**src/rtl/sudoku_pkg.sv**
```systemverilog
// rtl/sudoku_pkg.sv - shared constants, FSM state type and cell indexing for the board checker
package sudoku_pkg;

    localparam int N_CELLS    = 81;
    localparam int N_GROUPS   = 27;
    localparam int GROUP_SIZE = 9;
    localparam int CELL_W     = 4;

    typedef enum logic [1:0] {
        ST_IDLE,
        ST_SCAN,
        ST_DONE
    } state_t;

    function automatic logic [6:0] cell_index(input logic [3:0] i, input logic [3:0] j);
        return 7'(i) * 7'd9 + 7'(j);
    endfunction

endpackage

```
**src/rtl/group_addr.sv**
```systemverilog
// rtl/group_addr.sv - maps (group, element) to the (row, column) of the cell being scanned
module group_addr
    import sudoku_pkg::*;
(
    input  logic [4:0] g,
    input  logic [3:0] e,
    output logic [3:0] i,
    output logic [3:0] j
);

    logic [4:0] b;
    logic [4:0] box_row;
    logic [4:0] box_col;

    always_comb begin
        b       = g - 5'(2 * GROUP_SIZE);
        box_row = b / 5'd3;
        box_col = b % 5'd3;
        i       = g[3:0];
        j       = e;
        // Boxes are walked row-major inside the 3x3 block.
        if (g >= 5'(2 * GROUP_SIZE)) begin
            i = 4'(box_row * 5'd3) + e / 4'd3;
            j = 4'(box_col * 5'd3) + e % 4'd3;
        end else if (g >= 5'(GROUP_SIZE)) begin
            i = e;
            j = 4'(g - 5'(GROUP_SIZE));
        end
    end

endmodule

```
**config.mk**
```make
export PLATFORM = sky130hd
export DESIGN_NAME = group_addr
export DESIGN_NICKNAME = d
export VERILOG_FILES = /design/src/rtl/sudoku_pkg.sv /design/src/rtl/group_addr.sv
export SDC_FILE = /design/constraint.sdc
export NUM_CORES = 1
export LEC_CHECK = 0
export CAP_MARGIN = 20
export CORE_UTILIZATION = 50
export DETAILED_ROUTE_END_ITERATION = 10
export GPL_ROUTABILITY_DRIVEN = 0
export PLACE_DENSITY = 0.7
export SKIP_LAST_GASP = 1
export SYNTH_ARGS = -nofsm -noshare
export SYNTH_HDL_FRONTEND = slang
export SYNTH_SLANG_ARGS = --single-unit
```
**constraint.sdc**
```tcl
create_clock -name vclk -period 10.5
set_clock_uncertainty 0.05 [all_clocks]
set_input_delay 2.1 -clock vclk [all_inputs]
set_output_delay 2.1 -clock vclk [all_outputs]
set_load 0.005 [all_outputs]
```
==> results of run 1 <==
area by class of cell:
type,instances,area (um^2),area share (%)
well taps,31,38.79,2.081
multi-input cells,175,1413,75.77
inverters,20,75.07,4.027
repair buffers,39,337.8,18.12
what timing repair did:
action                     4_1_cts  5_1_grt
setup buffers                    0        2
hold buffers                     0        0
setup endpoints to repair        1        1
pin swaps                        0        4
gates resized for setup          2       15
cell usage in the layout (no fill, tap or decap), types with 4 or more instances in the layout:
| master | synthesis | layout |
|---|---|---|
| a21oi_1 | 20 | 18 |
| buf_4 | 1 | 22 |
| clkdlybuf4s50_1 | 0 | 16 |
| fa_1 | 6 | 5 |
| ha_1 | 16 | 14 |
| inv_1 | 20 | 20 |
| mux2i_1 | 6 | 5 |
| nand2_1 | 18 | 18 |
| nand2b_1 | 4 | 4 |
| nand3_1 | 8 | 7 |
| nor2_1 | 19 | 19 |
| nor2b_1 | 5 | 5 |
| o211ai_1 | 6 | 6 |
| o21ai_0 | 10 | 10 |
| xnor2_1 | 10 | 8 |
per-layer routing:
metal  vias up  part of all wire [%]  GRT usage, %  wire length [um]
met2        51                    48         41.50              1919
met4         0                  0.32         5.226                13
met5         -                     0             0                 0
li1        801                     -             -                 -
met3         2                   5.0         1.860               199
met1       759                    47         35.77              1882
worst min-delay path, delay by kind of cell:
| kind | cells | cell delay, ns |
|---|---|---|
| AOI/OAI and AO/OA | 2 | 0.24 |
| buffers and inverters | 3 | 0.76 |
metrics by stage:
stage,cells,utilization [%]
detailed placement,263,63.79
CTS,263,64.07
global placement,263,63.79
floorplan,207,-
finish,265,67.60
global route,265,67.60
cell families after synthesis:
family	share of synthesized area [%]
AO/OA/AOI/OAI	29.75
AND/OR/NAND/NOR	21.31
buffers and inverters	9.718
adder cells (fa/ha/maj)	21.82
XOR/XNOR	8.695
multiplexers	8.695
worst min-delay path by stage:
stage | start | to | slack, ns | cells after the start
after floorplan | e[3] | i[3] | 4.31 | 2
after global routing | g[2] | i[2] | 5.20 | 5
after global placement | e[0] | j[0] | 5.37 | 4
after CTS | e[3] | i[3] | 5.37 | 4
final | g[2] | i[2] | 5.15 | 5
after detailed placement | e[3] | i[3] | 5.35 | 4
power breakdown:
group / leakage (nW) / switching [mW] / internal (mW) / total, mW
Clock: 0 / 0 / 0 / 0
Sequential: 0 / 0 / 0 / 0
Combinational: 0.793 / 0.110 / 0.122 / 0.232
Total: 0.793 / 0.110 / 0.122 / 0.232
==> summary.md, run 1 <==
| Metric | Value |
|---|---|
| Starting Density | `53.22%` |
| Drt total wl | `between 4000 and 5000 um` |
| Slew HR | `between 30% and 40%` |
| Slew @ Worst Pin | `approximately 1.0 ns` |
| Fin worst setup slack | `~0.26 ns` |
| Wirelength per Cell | `between 15 and 20 um` |
| Die Wd | `approximately 56 um` |
| Max-Cap Viols | `0` |
| Post-DP HPWL | `around 3000 um` |
| Core footprint | `about 0.0028 mm^2` |
| Fin crit period | `just over 10 ns` |
| Die H | `around 56 um` |
| DIE AREA | `between 0.003 and 0.004 mm^2` |
| End of the critical path | `j[3]` |
| Total number of yosys warnings | `0` |
| TritonRoute pass-1 iters | `4` |
| Nets@finish | `about 270` |
| Area contributors post-synth | `ha_1 (14%), fa_1 (8.2%), a21oi_1 (6.8%)` |
| Req. time, crit path | `between 8 and 9 ns` |
| Crit-path max cell delay | `between 0.5 and 0.6 ns` |
| Detailed-route vias per instance | `about 6.1` |
| Pwr dens | `~120 mW/mm^2` |
| Fin area | `around 0.0019 mm^2` |
| Post-synth top area share | `between 10% and 20%` |
| Worst-path fanout max | `6` |
| Grt ovf | `0` |
| Sequential share of the synthesized area | `0%` |
| Mapped Avg Cell Area | `just over 7 um^2` |
| Period utilization | `97.51%` |
| Seq_cells | `0` |
| Worst slack at placement | `-0.06838 ns` |
| Setup TNS | `0 ns` |
| Hold WC Path Type | `primary input to output port` |
| Initial antenna violation count | `0` |
| Syn nets | `between 200 and 250` |
| Filler Cells Inserted | `approximately 260` |
| Final hold viol count | `0` |
| Register area | `0 um^2` |
| Yosys cell types | `48` |
| WHS | `~5.2 ns` |
| Placed Area | `between 0.0015 and 0.002 mm^2` |
| Post-synth top cells | `a21oi_1 (20), inv_1 (20), nor2_1 (19), nand2_1 (18), ha_1 (16)` |
| Pleak | `just under 0.8 nW` |
| CP Launch Type | `primary input` |
| Crit end category | `output port` |
| VDD IR max | `between 0.0001 and 0.00015 V` |
| Via count | `roughly 1600` |
| Std-Cell Rows | `19` |
| Clock buffer count | `0` |
| Pins Over Slew Limit | `0` |
| Synth-to-layout area growth | `27.02%` |
| Largest net degree at the start of global routing | `22` |
| Initial detailed-routing violation count | `74` |
| Vias in the first global route | `roughly 1500` |
| Worst path depth | `27` |
| Slowest CP cell | `or4b_1` |
| Crit path launch | `g[1]` |
| F_max | `97.67 MHz` |
| Gate Count Post-Synth | `a little over 200` |
| Global-route wire length before repair | `around 6500 um` |
| DRT antenna net count | `0` |
| I/O pin count | `17` |
| Setup Crit Path Kind | `primary input to output port` |
| DRC | `0` |
| Ant diodes | `0` |
| Number of buffers added on ports | `17` |
| Status | `finished, final reports clean` |
| Final setup fails | `0` |
| CP bufs+invs | `4` |
| Crit path DAT | `around 8.1 ns` |
| Worst path top cell family by delay | `adder cells` |
| Layout cells sized above 1 | `roughly a fifth` |
| GR Util All Layers | `25.10%` |
| Cell taking the most area after synthesis | `ha_1` |
| Mapped Area | `approximately 0.0015 mm^2` |
| Total power | `between 0.2 and 0.25 mW` |
Power figures use the tool's default switching activity.
==> inputs of run 2 (changes only) <==
--- a/config.mk
+++ b/config.mk
@@ -9,7 +9,8 @@
 export CORE_UTILIZATION = 50
 export DETAILED_ROUTE_END_ITERATION = 10
 export GPL_ROUTABILITY_DRIVEN = 0
-export PLACE_DENSITY = 0.7
+export PLACE_DENSITY_LB_ADDON = 0.05
+export SETUP_SLACK_MARGIN = 0.3
 export SKIP_LAST_GASP = 1
 export SYNTH_ARGS = -nofsm -noshare
 export SYNTH_HDL_FRONTEND = slang
==> summary.md, run 2 (synthesis gave the netlist of run 1 again) <==
| Metric | Value |
|---|---|
| Commonest non-fill, non-tap cells in the layout | `buf_4 (26), nor2_1 (19), inv_1 (18), nand2_1 (18), a21oi_1 (17)` |
| F_max | `101.6 MHz (+4.0%)` |
| Wirelength per Cell | `15.50 um (+2.3%)` |
| Post-DP HPWL | `3029 um (+0.72%)` |
| GR Util All Layers | `26.68% (+1.6 points)` |
| Number of buffers added on ports | `17 (unchanged)` |
| Fin crit period | `9.844 ns (-0.3947 ns)` |
| Max Used Layer | `met4` |
| Crit path DAT | `7.69 ns (-0.40 ns)` |
| Seq_cells | `0 (unchanged)` |
| Layout cells sized above 1 | `24.27% (+5.5 points)` |
| Hold WC Path Type | `primary input to output port` |
| Sw Share | `46.66% (-0.81 points)` |
| TritonRoute pass-1 iters | `4 (unchanged)` |
| Slew HR | `28.59% (-3.3 points)` |
| Register area | `0 um^2 (unchanged)` |
| Initial antenna violation count | `0 (unchanged)` |
| CTS Hold Buffers Added | `0 (unchanged)` |
| Std-Cell Rows | `19 (unchanged)` |
| Placed insts | `261 (-0.76%)` |
| Pint | `0.1258 mW (+3.4%)` |
| Filler Cells Inserted | `229 (-11%)` |
| Sequential fraction of design power | `0% (unchanged)` |
| Metal2 WL | `1992 um (+3.8%)` |
| Pins Over Slew Limit | `0 (unchanged)` |
| Starting Density | `53.22% (unchanged)` |
| Final setup fails | `0 (unchanged)` |
| I/O pin count | `17 (unchanged)` |
| Setup TNS | `0 ns (unchanged)` |
| Die Wd | `56.18 um (unchanged)` |
| Pwr dens | `121.5 mW/mm^2 (-2.2%)` |
| Final Non-Filler Cells | `270 (+1.9%)` |
| Grt ovf | `0 (unchanged)` |
| Req. time, crit path | `8.35 ns (about the same)` |
| Core footprint | `0.002758 mm^2 (unchanged)` |
| Largest net degree at the start of global routing | `20 (-9.1%)` |
| Clock buffer count | `0 (unchanged)` |
| Nets@finish | `272 (+1.9%)` |
| Logic pwr share | `100.0% (about the same)` |
| Pleak | `0.8258 nW (+4.1%)` |
| Worst-path fanout max | `9 (+3)` |
| CP Launch Type | `primary input` |
| Initial detailed-routing violation count | `92 (+24%)` |
| DRC | `0 (unchanged)` |
| Synth-to-layout area growth | `32.22%` |
| Drt total wl | `4185 um (+4.2%)` |
| Crit end category | `output port` |
| Global-route wire length before repair | `6975 um (+7.0%)` |
| Status | `finished, final reports clean` |
| Setup Crit Path Kind | `primary input to output port` |
| DRT antenna net count | `0 (unchanged)` |
| Ant diodes | `0 (unchanged)` |
| Slew @ Worst Pin | `1.066 ns (+0.05001 ns)` |
| DIE AREA | `0.003156 mm^2 (unchanged)` |
| Final hold viol count | `0 (unchanged)` |
| WL met3 | `240 um (+21%)` |
| Commonest non-fill, non-tap cell in the layout | `buf_4` |
| Detailed-route vias per instance | `6.007 (-1.3%)` |
| Max-Cap Viols | `0 (unchanged)` |
| Fin area | `0.001941 mm^2 (+4.1%)` |
| Via count | `1622 (+0.56%)` |
| Switching Power | `0.1100 mW (about the same)` |
| RSZ-0062 raised after global routing | `no` |
| Period utilization | `93.75% (-3.8 points)` |
| Placed Area | `0.001757 mm^2 (-0.14%)` |
| Die H | `56.18 um (unchanged)` |
| Met1 wire length | `1928 um (+2.4%)` |
| Vias in the first global route | `1555 (+3.1%)` |
| Clk network pwr share | `0% (unchanged)` |
| VDD IR max | `0.0001415 V (+4.1%)` |
-- run 2: changes by cell type in the layout (fill, tap and decap cells not counted), moves of 2 or more --
| cell | change |
|---|---|
| buf_4 | +4 |
| mux2i_2 | +2 |
| inv_2 | +2 |
| inv_1 | -2 |
| ha_1 | -2 |
-- run 2: repair_timing --
action	in CTS	in global routing
endpoints found under the setup margin	1	2
gates resized for setup	9	18
hold endpoints to repair	0	0
pin swaps	3	9
buffers inserted	4	5
-- run 2: metrics by stage --
stage	setup slack, ns	hold slack [ns]	power [mW]	utilization, %
floorplan	0.5295	4.310	0.1394	-
global route	0.4659	5.180	0.2599	70.37
detailed placement	-0.1403	5.376	0.2038	63.70
global placement	-0.01839	5.363	0.1983	63.70
finish	0.6558	5.137	0.2358	70.37
CTS	0.3028	5.387	0.2168	66.47
-- run 2: critical path, stage by stage --
cell and delay (ns):
dlymetal6s2s_1 0.15, buf_4 0.18, or2_4 0.28, a21oi_2 0.19, o32ai_2 0.11, ha_2 0.24
or4b_4 0.52, a21oi_2 0.14, a31o_2 0.14, a211oi_2 0.05, a21o_2 0.24, xnor2_2 0.17
inv_1 0.09, ha_2 0.20, a21oi_4 0.15, nand3_2 0.12, mux2i_2 0.25, fa_1 0.46
ha_2 0.20, fa_2 0.35, xnor2_2 0.14, xnor2_1 0.19, xnor2_1 0.15, xnor3_1 0.23
o21a_1 0.19, clkdlybuf4s50_1 0.44
-- run 2: power by group through the flow --
stage	Sequential [mW]	Clock, mW	Combinational [mW]
final	0	0	0.236
after global routing	0	0	0.260
after CTS	0	0	0.217
after detailed placement	0	0	0.204
after global placement	0	0	0.198
after floorplan	0	0	0.139
-- run 2: per-layer routing --
| metal | track usage [%] | vias up |
|---|---|---|
| met5 | 0 | - |
| met2 | 42.86 | 58 |
| met3 | 2.093 | 6 |
| met4 | 4.181 | 0 |
| met1 | 39.60 | 750 |
| li1 | - | 808 |
-- run 2: cell type report --
class                      count  area (um^2)  area share (%)
timing repair buffer          44        390.4           20.12
multi-input combinational    175         1436           74.02
tap                           31        38.79           1.999
inverter                      20        75.07           3.868
-- run 2: final timing paths --
check	startpoint	endpoint	slack (ns)	cells after the start
hold / removal	g[1]	i[1]	5.14	5
setup / recovery	g[2]	j[3]	0.66	26
